--- config.mk ---
export PLATFORM = sky130hd
export DESIGN_NAME = sram_arbiter
export DESIGN_NICKNAME = d
export VERILOG_FILES = /design/src/rtl/sram_pkg.sv /design/src/rtl/sram_arbiter.sv
export SDC_FILE = /design/constraint.sdc
export NUM_CORES = 1
export LEC_CHECK = 0
export ABC_AREA = 1
export CORE_AREA = 2 2 60 119
export CTS_CLUSTER_DIAMETER = 50
export DETAILED_ROUTE_END_ITERATION = 12
export DIE_AREA = 0 0 62 121
export PLACE_DENSITY = 0.9
export SKIP_LAST_GASP = 1
export SLEW_MARGIN = 20
export SYNTH_ARGS = -nofsm -noshare
export SYNTH_HDL_FRONTEND = slang
export SYNTH_SLANG_ARGS = --single-unit
--- constraint.sdc ---
create_clock -name wb_clk_i -period 1.8 [get_ports wb_clk_i]
set_input_delay 0.54 -clock wb_clk_i [delete_from_list [all_inputs] [get_ports wb_clk_i]]
set_output_delay 0.54 -clock wb_clk_i [all_outputs]
set_load 0.03 [all_outputs]
--- src/rtl/sram_pkg.sv ---
// Shared SRAM definitions: arbiter state encoding and the sram_1c bus widths.
package sram_pkg;

  localparam int SRAM_AW = 17;
  localparam int SRAM_DW = 8;

  typedef enum logic [1:0] {
    ST_IDLE = 2'd0,
    ST_BUSY = 2'd1,
    ST_GAP  = 2'd2
  } arb_state_t;

endpackage

--- src/rtl/sram_arbiter.sv ---
// Two-master round-robin Wishbone arbiter in front of the sram_1c controller.
// One transfer per grant, registered slave request, one idle GAP cycle between
// transfers, and a watchdog that aborts a transfer the slave never acknowledges.
module sram_arbiter
  import sram_pkg::*;
#(
  parameter int TIMEOUT = 1023,
  parameter int TW      = 10
) (
  input  logic               wb_clk_i,
  input  logic               rst_i,
  input  logic               m0_cyc_i,
  input  logic               m0_we_i,
  input  logic [SRAM_AW-1:0] m0_addr_i,
  input  logic [SRAM_DW-1:0] m0_datw_i,
  output logic               m0_ack_o,
  output logic               m0_err_o,
  output logic [SRAM_DW-1:0] m0_datr_o,
  input  logic               m1_cyc_i,
  input  logic               m1_we_i,
  input  logic [SRAM_AW-1:0] m1_addr_i,
  input  logic [SRAM_DW-1:0] m1_datw_i,
  output logic               m1_ack_o,
  output logic               m1_err_o,
  output logic [SRAM_DW-1:0] m1_datr_o,
  output logic               s_cyc_o,
  output logic               s_we_o,
  output logic [SRAM_AW-1:0] s_addr_o,
  output logic [SRAM_DW-1:0] s_datw_o,
  input  logic               s_ack_i,
  input  logic [SRAM_DW-1:0] s_datr_i,
  output logic [1:0]         gnt_o
);

  localparam logic [TW-1:0] TIMEOUT_CNT = TW'(TIMEOUT);

  arb_state_t         state_q, state_d;
  logic               ptr_q, ptr_d;
  logic [TW-1:0]      cnt_q, cnt_d;
  logic               aborted_q, aborted_d;
  logic               s_cyc_q, s_cyc_d;
  logic               s_we_q, s_we_d;
  logic [SRAM_AW-1:0] s_addr_q, s_addr_d;
  logic [SRAM_DW-1:0] s_datw_q, s_datw_d;
  logic [1:0]         gnt_q, gnt_d;
  logic [1:0]         ack_q, ack_d;
  logic [1:0]         err_q, err_d;
  logic [SRAM_DW-1:0] datr0_q, datr0_d;
  logic [SRAM_DW-1:0] datr1_q, datr1_d;
  logic               pick_m1;
  logic               owner_m1;
  logic               owner_live;

  // Next-state logic: grant in IDLE, wait for ack/timeout in BUSY, single GAP cycle.
  always_comb begin
    state_d   = state_q;
    ptr_d     = ptr_q;
    cnt_d     = cnt_q;
    aborted_d = aborted_q;
    s_cyc_d   = s_cyc_q;
    s_we_d    = s_we_q;
    s_addr_d  = s_addr_q;
    s_datw_d  = s_datw_q;
    gnt_d     = gnt_q;
    ack_d     = 2'b00;
    err_d     = 2'b00;
    datr0_d   = datr0_q;
    datr1_d   = datr1_q;

    pick_m1    = m1_cyc_i && (!m0_cyc_i || ptr_q);
    owner_m1   = gnt_q[1];
    owner_live = !aborted_q && (owner_m1 ? m1_cyc_i : m0_cyc_i);

    case (state_q)
      ST_IDLE: begin
        if (m0_cyc_i || m1_cyc_i) begin
          state_d   = ST_BUSY;
          s_cyc_d   = 1'b1;
          cnt_d     = '0;
          aborted_d = 1'b0;
          gnt_d     = pick_m1 ? 2'b10 : 2'b01;
          s_we_d    = pick_m1 ? m1_we_i : m0_we_i;
          s_addr_d  = pick_m1 ? m1_addr_i : m0_addr_i;
          s_datw_d  = pick_m1 ? m1_datw_i : m0_datw_i;
        end
      end
      ST_BUSY: begin
        aborted_d = !owner_live;
        if (s_ack_i || (cnt_q == TIMEOUT_CNT)) begin
          if (owner_live) begin
            if (s_ack_i) begin
              ack_d = gnt_q;
              if (owner_m1) datr1_d = s_datr_i;
              else          datr0_d = s_datr_i;
            end else begin
              err_d = gnt_q;
            end
          end
          s_cyc_d = 1'b0;
          gnt_d   = 2'b00;
          ptr_d   = !owner_m1;
          state_d = ST_GAP;
        end else begin
          cnt_d = cnt_q + TW'(1);
        end
      end
      ST_GAP: begin
        state_d = ST_IDLE;
      end
      default: begin
        state_d = ST_IDLE;
      end
    endcase
  end

  // State and output registers with synchronous reset.
  always_ff @(posedge wb_clk_i) begin
    if (rst_i) begin
      state_q   <= ST_IDLE;
      ptr_q     <= 1'b0;
      cnt_q     <= '0;
      aborted_q <= 1'b0;
      s_cyc_q   <= 1'b0;
      s_we_q    <= 1'b0;
      s_addr_q  <= '0;
      s_datw_q  <= '0;
      gnt_q     <= 2'b00;
      ack_q     <= 2'b00;
      err_q     <= 2'b00;
      datr0_q   <= '0;
      datr1_q   <= '0;
    end else begin
      state_q   <= state_d;
      ptr_q     <= ptr_d;
      cnt_q     <= cnt_d;
      aborted_q <= aborted_d;
      s_cyc_q   <= s_cyc_d;
      s_we_q    <= s_we_d;
      s_addr_q  <= s_addr_d;
      s_datw_q  <= s_datw_d;
      gnt_q     <= gnt_d;
      ack_q     <= ack_d;
      err_q     <= err_d;
      datr0_q   <= datr0_d;
      datr1_q   <= datr1_d;
    end
  end

  assign s_cyc_o   = s_cyc_q;
  assign s_we_o    = s_we_q;
  assign s_addr_o  = s_addr_q;
  assign s_datw_o  = s_datw_q;
  assign gnt_o     = gnt_q;
  assign m0_ack_o  = ack_q[0];
  assign m1_ack_o  = ack_q[1];
  assign m0_err_o  = err_q[0];
  assign m1_err_o  = err_q[1];
  assign m0_datr_o = datr0_q;
  assign m1_datr_o = datr1_q;

endmodule
==> results.yml <==
die:
  io-pin-count: 114
  total_die_area_sq_mm: 0.007502
  die_w_um: 62
  fp.coreArea_sq_mm: 0.006569
  die_height_um: 121
  floorplan.rows: 42
  floorplan.initialDensity_pct: 42.08
logic_synthesis:
  sequential_area_share_after_synthesis_pct: 45.63
  post_synth_inst_count: 375
  postSynthAreaPerCell_sq_um: 7.370
  ys_types: 30
  yosys.area.top_type_share_pct: 45.63
  cell_taking_the_most_area_after_synthesis: "sky130_fd_sc_hd__dfxtp_1"
  synth_top_cells_by_area: "sky130_fd_sc_hd__dfxtp_1, sky130_fd_sc_hd__a21oi_1, sky130_fd_sc_hd__nand2_1"
  yosys_warnings: 0
  synth_fp_nets: 441
  postSynthRegisterBits: 63
  synth_area_sq_mm: 0.002764
timing:
  timing.final.crit_share_pct: 93.19
  final-max-slew-violation-count: 0
  worst-slew-pin-transition_ps: 467.3
  finalWorstPathRequiredPeriod_ps: 1677
  finalSetupViolations: 0
  hold_viol: 0
  finalWorstSetupSlack_ps: 122.6
  max_clock_freq_ghz: 0.5962
  relSlewSlack_pct: 68.82
  grt_setup_unrepaired: "false"
  fin_worst_hold_slack_ps: 455.8
  skew_ps: 8.118
route:
  drt_first_iter_violations: 115
  routed_via_density: 4.966
  wirelength_um: 7917
  wl_per_cell_um: 13.42
  detail-route-antenna-nets: 0
  first_pass_iters: 4
  vias: 2930
  post_route_drc_violation_count: 0
final_layout:
  layout_commonest_cell: "sky130_fd_sc_hd__a21oi_1"
  antenna-diode-count: 0
  stdcell_area_sq_mm: 0.004392
  layout.core_utilization_pct: 66.86
  num-nets-final: 563
  fill_cells: 574
  final_cell_mix: "sky130_fd_sc_hd__a21oi_1, sky130_fd_sc_hd__dfxtp_1, sky130_fd_sc_hd__clkdlybuf4s50_1"
  area_growth_syn_to_layout_pct: 58.90
  final_layout_size_suffix_gt1_share_pct: 10.76
power:
  totalPowerFinal_uw: 4088
  pwr_density_cell_mw_per_mm2: 930.9
  irDropWorstVdd_mv: 0.8288
  p_leak_uw: 0.001998
clock_tree:
  cts_buffers: 9
  cts.clk_slew.worst_paths_ps: 50
  clock_sinks: 63
  cts-htree-levels: 3
  cts_buffer_depth: 2
  tritoncts: "done"
  clk-insertion-delay-late_ps: 320
  clockRootBuffer: "sky130_fd_sc_hd__clkbuf_16"
  cts-hold-fix-buffers: 0
grt:
  grt_max_degree: 39
  global_route.overflow_total: 0
  antenna_found_initial: 0
  grt_first_pass_wirelength_um: 12410
  via_count_of_the_first_global_routing_pass: 2836
  globalRouteTotalUtil_pct: 22.09
placed_design:
  portBuffers: 113
  dpl_cell_area_sq_mm: 0.004085
  gp_routability_congestion: 0.8671
  dp_slack_ps: -356.5
  dp.final_hpwl_um: 5800
job:
  cap_violations: 0
setup_path:
  cp.arrival_ps: 1890
  worstPathCellList: "clkdlybuf4s50_1 > buf_4 > o21ai_4 > nor2_4 > buf_12 > o21ai_0 > a21oi_1"
  worstPathBufferInverterCount: 3
  crit_path_max_fanout: 16
  critical-path-top-delay-family: "buffers and inverters"
  cp_slowest_cell: "sky130_fd_sc_hd__clkdlybuf4s50_1"
  worstSetupStartpointType: "input port"
  crit_path_end_kind: "register"
  worst_path_largest_cell_delay_ps: 510
  cp_data_required_time_ps: 2010
  path_class: "input port to register"
status:
  status: "finished, final reports clean"
min_path:
  hp-class: "register to register"
## path summary, 6_finish.rpt
path	from	to	slack, ps	cells after the start
worst max-delay path	m0_cyc_i	m0_datr_o[2]$_SDFFE_PP0P_	120	7
worst min-delay path	s_datw_o[2]$_SDFFE_PP0P_	s_datw_o[2]$_SDFFE_PP0P_	460	2
worst max register to register	cnt_q[0]$_SDFFE_PP0P_	cnt_q[0]$_SDFFE_PP0P_	170	9
worst min register to register	s_datw_o[2]$_SDFFE_PP0P_	s_datw_o[2]$_SDFFE_PP0P_	460	2
## cells in the mapped netlist (all sizes together)
library cell  count
a21oi            79
a31o              1
and2              1
buf              10
clkbuf           10
dfxtp            63
ha                1
inv              50
nand2            62
nand3            20
nand4             1
nor2             22
nor3              2
nor3b             2
o21ai            49
or2               1
xnor2             1
## layer usage
| metal | GRT usage, % | up-vias | wire, um |
|---|---|---|---|
| li1 | - | 1471 | - |
| met1 | 21.74 | 1310 | 2786 |
| met2 | 38.22 | 114 | 4323 |
| met3 | 5.864 | 35 | 430 |
| met4 | 13.56 | 0 | 376 |
| met5 | 0 | - | 0 |
## what timing repair did
action | 4_1_cts | 5_1_grt
endpoints found under the setup margin | 53 | 15
pin swaps | 2 | 0
resized for setup | 49 | 3
setup buffers | 3 | 0
## metrics by stage
step	TNS (ps)	cells
after CTS	0	590
after global routing	0	590
after global placement	-9041	571
final	0	590
after detailed placement	-10960	571
after floorplan	0	375
## power breakdown
| group | total (uW) | leakage, uW | internal [uW] | switching (uW) |
|---|---|---|---|---|
| registers | 1530 | 0.000515 | 1480 | 43.9 |
| clock network | 1760 | 0.000156 | 1180 | 584 |
| logic | 799 | 0.00133 | 345 | 454 |
## state kept, by name, summed over array words and instances, names as in the netlist
name and cells:
err_q 2, gnt_o 2, s_we_o 1, cnt_q 10, aborted_q 1, ptr_q 1, state_q 2, m1_datr_o 8
ack_q 2, s_datw_o 8, s_addr_o 17, s_cyc_o 1, m0_datr_o 8
## cell families (layout without fill, tap and decap cells)
family                     after synthesis  count (layout)  share of synthesized area [%]
and+or+nand+nor                        111             111                          19.15
DFF                                     63              63                          45.63
AOI/OAI and AO/OA                      129             129                          24.04
adders and majority gates                1               1                         0.4526
buffers and inverters                   70             197                          10.41
xor gates and xnor gates                 1               1                         0.3169
## layout make-up
cell class	instances	area, sq um	area share (%)
timing repair buffer	131	1282	29.20
sequential	63	1261	28.72
multi-input combinational	242	1237	28.18
clock buffer	13	270.3	6.154
inverter	50	190.2	4.330
tap	88	110.1	2.507
clock inverter	3	40.04	0.9117
## worst reg2reg max path: cells and delay by family, from the launching register on
family | cells | cell delay [ps]
simple gates | 8 | 1000
flops | 1 | 370
fa+ha+maj | 1 | 190
Note: power is estimated with default switching activity, not from simulation.
==> edit: new RTL, same flow settings <==
Re-encode `arb_state_t` (3 states) as one-hot, 3 bits wide.
--- a/src/rtl/sram_pkg.sv
+++ b/src/rtl/sram_pkg.sv
@@ -4,10 +4,10 @@
   localparam int SRAM_AW = 17;
   localparam int SRAM_DW = 8;
 
-  typedef enum logic [1:0] {
-    ST_IDLE = 2'd0,
-    ST_BUSY = 2'd1,
-    ST_GAP  = 2'd2
+  typedef enum logic [2:0] {
+    ST_IDLE = 3'b001,
+    ST_BUSY = 3'b010,
+    ST_GAP  = 3'b100
   } arb_state_t;
 
 endpackage
Check against the original RTL: no difference found for any inputs over 10 cycles, from zero or initial values and one cycle with rst_i high; not proved beyond that.
==> edit against the original RTL <==
- worst setup slack lost 0.0061 ns
- total power up 3.4%
- wire length up 5.1%
- worst hold slack improved by 0.011 ns
- sequential cell count is 1 higher
- combinational power up 18%
- clock power down 4%
- final area down 0.88%
- area after synthesis up 0.95%
- synthesized cell count is 0.53% lower
- utilization fell by 0.59 points
- critical path type unchanged
- largest power group unchanged
==> edit: results (changes against the original RTL) <==
status:
  status: "finished clean"
cts:
  clockRootBuffer: "clkbuf_16"
  clkLatencyLatePin_ns: 0.33
  cts_buffer_depth: 2  # unchanged
  postCtsSetupBuffers: 0  # -3
  clk_pin_slew_ns: 0.05  # about the same
  cts_made_buffers: 9  # unchanged
  ctsHtreeMaxLevel: 3  # unchanged
critical_path:
  critPathArrivalTime_ns: 1.93  # +0.04 ns
  cp_max_fo: 17  # +1
  cpMaxStageDelayCell: "clkdlybuf4s50_1"
  critPathMaxStageDelay_ns: 0.44  # -0.07 ns
  cp_top_family: "buffers and inverters"
yosys:
  yosysSeqAreaShare: 0.459  # +0.00288
  synth.top_cells.by_count: "nand2_1, dfxtp_1, nor2_1"
  synth_warnings: 0  # unchanged
  synthTopCellsByArea: "dfxtp_1, nand2_1, a21oi_1, nor2_1, o21ai_0"
  post-synth-top-count-cell: "nand2_1"
  synth.distinct_cells: 31  # +3.3%
  ys.flop_type: "dfxtp_1"
  syn_nets: 439  # -0.45%
  synthArstFlopShare: 0  # unchanged
routing:
  dr.pass1.iters: 4  # unchanged
  drt_iter0_markers: 139  # +21%
  wl_um: 8320  # +5.1%
  num_vias: 3077  # +5.0%
pwr:
  switchingPower_w: 0.00121  # +12%
  leakage_nw: 1.91  # -4.4%
  ir_worst_vdd_uv: 701  # -15%
place:
  io_buffers: 113  # unchanged
  place_ws_ns: -0.237  # +0.119 ns
  place_area_mm2: 0.00412  # +0.89%
  gp_congestion: 0.883  # +1.9%
  dpl.hpwl_um: 6220  # +7.2%
finish:
  largest_reg_flops: 17  # unchanged
  num_antenna_cells: 0  # unchanged
  drive_gt1_frac: 0.112  # +0.00486
  final.fill_count: 549  # -4.4%
  fin_nets: 569  # +1.1%
worst_hold_path:
  min_path_type: "register to register"
global_route:
  grt_pass1_wl_um: 13500  # +8.7%
  grt_usage: 0.239  # +0.0181
  antenna_found_initial: 0  # unchanged
  grt_max_degree: 35  # -10%
timing:
  worst_slew_pin_slew_ns: 0.345  # -0.123 ns
  skew_ns: 0.00338  # -0.00473 ns
-- edit: cell count changes in the layout (fill, tap and decap cells not counted), moves of 3 or more --
cell | before | now
nor2_1 | 16 | 57
a21oi_1 | 79 | 49
inv_1 | 47 | 18
nand2_1 | 59 | 70
nor3_1 | 2 | 10
buf_4 | 12 | 19
nand3_1 | 16 | 23
o21ai_0 | 42 | 36
buf_12 | 6 | 1
nor2_4 | 3 | 0
o21ai_1 | 3 | 0
-- edit: worst reg2reg max path, delay by kind of cell, from the launching register on --
| kind | cells | cell delay [ns] |
|---|---|---|
| fa+ha+maj | 1 | 0.23 |
| buf+inv | 1 | 0.13 |
| flops | 1 | 0.43 |
| simple gates | 7 | 0.76 |
-- edit: repair_timing --
action,in CTS,in global routing
pin swaps,0,0
resized for setup,49,1
endpoints found under the setup margin,49,1
-- edit: power groups by stage --
stage | Clock, W | Sequential [W] | Combinational, W
final | 0.00169 | 0.00160 | 0.000940
after global routing | 0.00178 | 0.00161 | 0.00101
after CTS | 0.00171 | 0.00160 | 0.000940
after detailed placement | 0 | 0.00163 | 0.000997
after global placement | 0 | 0.00163 | 0.000972
after floorplan | 0 | 0.00180 | 0.000348
-- edit: cell families after synthesis --
| family | share of synthesized area |
|---|---|
| flops | 0.459 |
| compound gates | 0.174 |
| simple gates | 0.300 |
| buf+inv | 0.0619 |
| fa+ha+maj | 0.00448 |
-- edit: metrics by stage --
step | utilization | std cells | hold WS [ns]
3_5_place_dp | 0.627 | 580 | 0.459
2_1_floorplan | - | 373 | 0.452
4_1_cts | 0.662 | 595 | 0.465
3_3_place_gp | 0.627 | 580 | 0.453
6_report | 0.663 | 595 | 0.467
5_1_grt | 0.663 | 595 | 0.484
-- edit: per-layer routing --
layer / vias to the layer above / GRT usage / routed length (um)
li1: 1497 / - / -
met1: 1439 / 0.241 / 2910
met2: 120 / 0.420 / 4720
met3: 21 / 0.0704 / 449
met4: 0 / 0.114 / 242
met5: - / 0 / 0
-- edit: area by class of cell --
cell class	count	area share
multi-input combinational	271	0.307
sequential	64	0.294
timing repair buffer	134	0.286
clock buffer	12	0.0566
tap	88	0.0253
inverter	23	0.0213
clock inverter	3	0.00977
-- edit: final timing paths --
path                   to  slack (ns)  cells past startpoint         start
max          s_addr_o[14]        0.12                      6      m1_cyc_i
min          m0_datr_o[7]        0.47                      2  m0_datr_o[7]
max reg2reg      cnt_q[6]        0.18                      9      cnt_q[0]
min reg2reg  m0_datr_o[7]        0.47                      2  m0_datr_o[7]
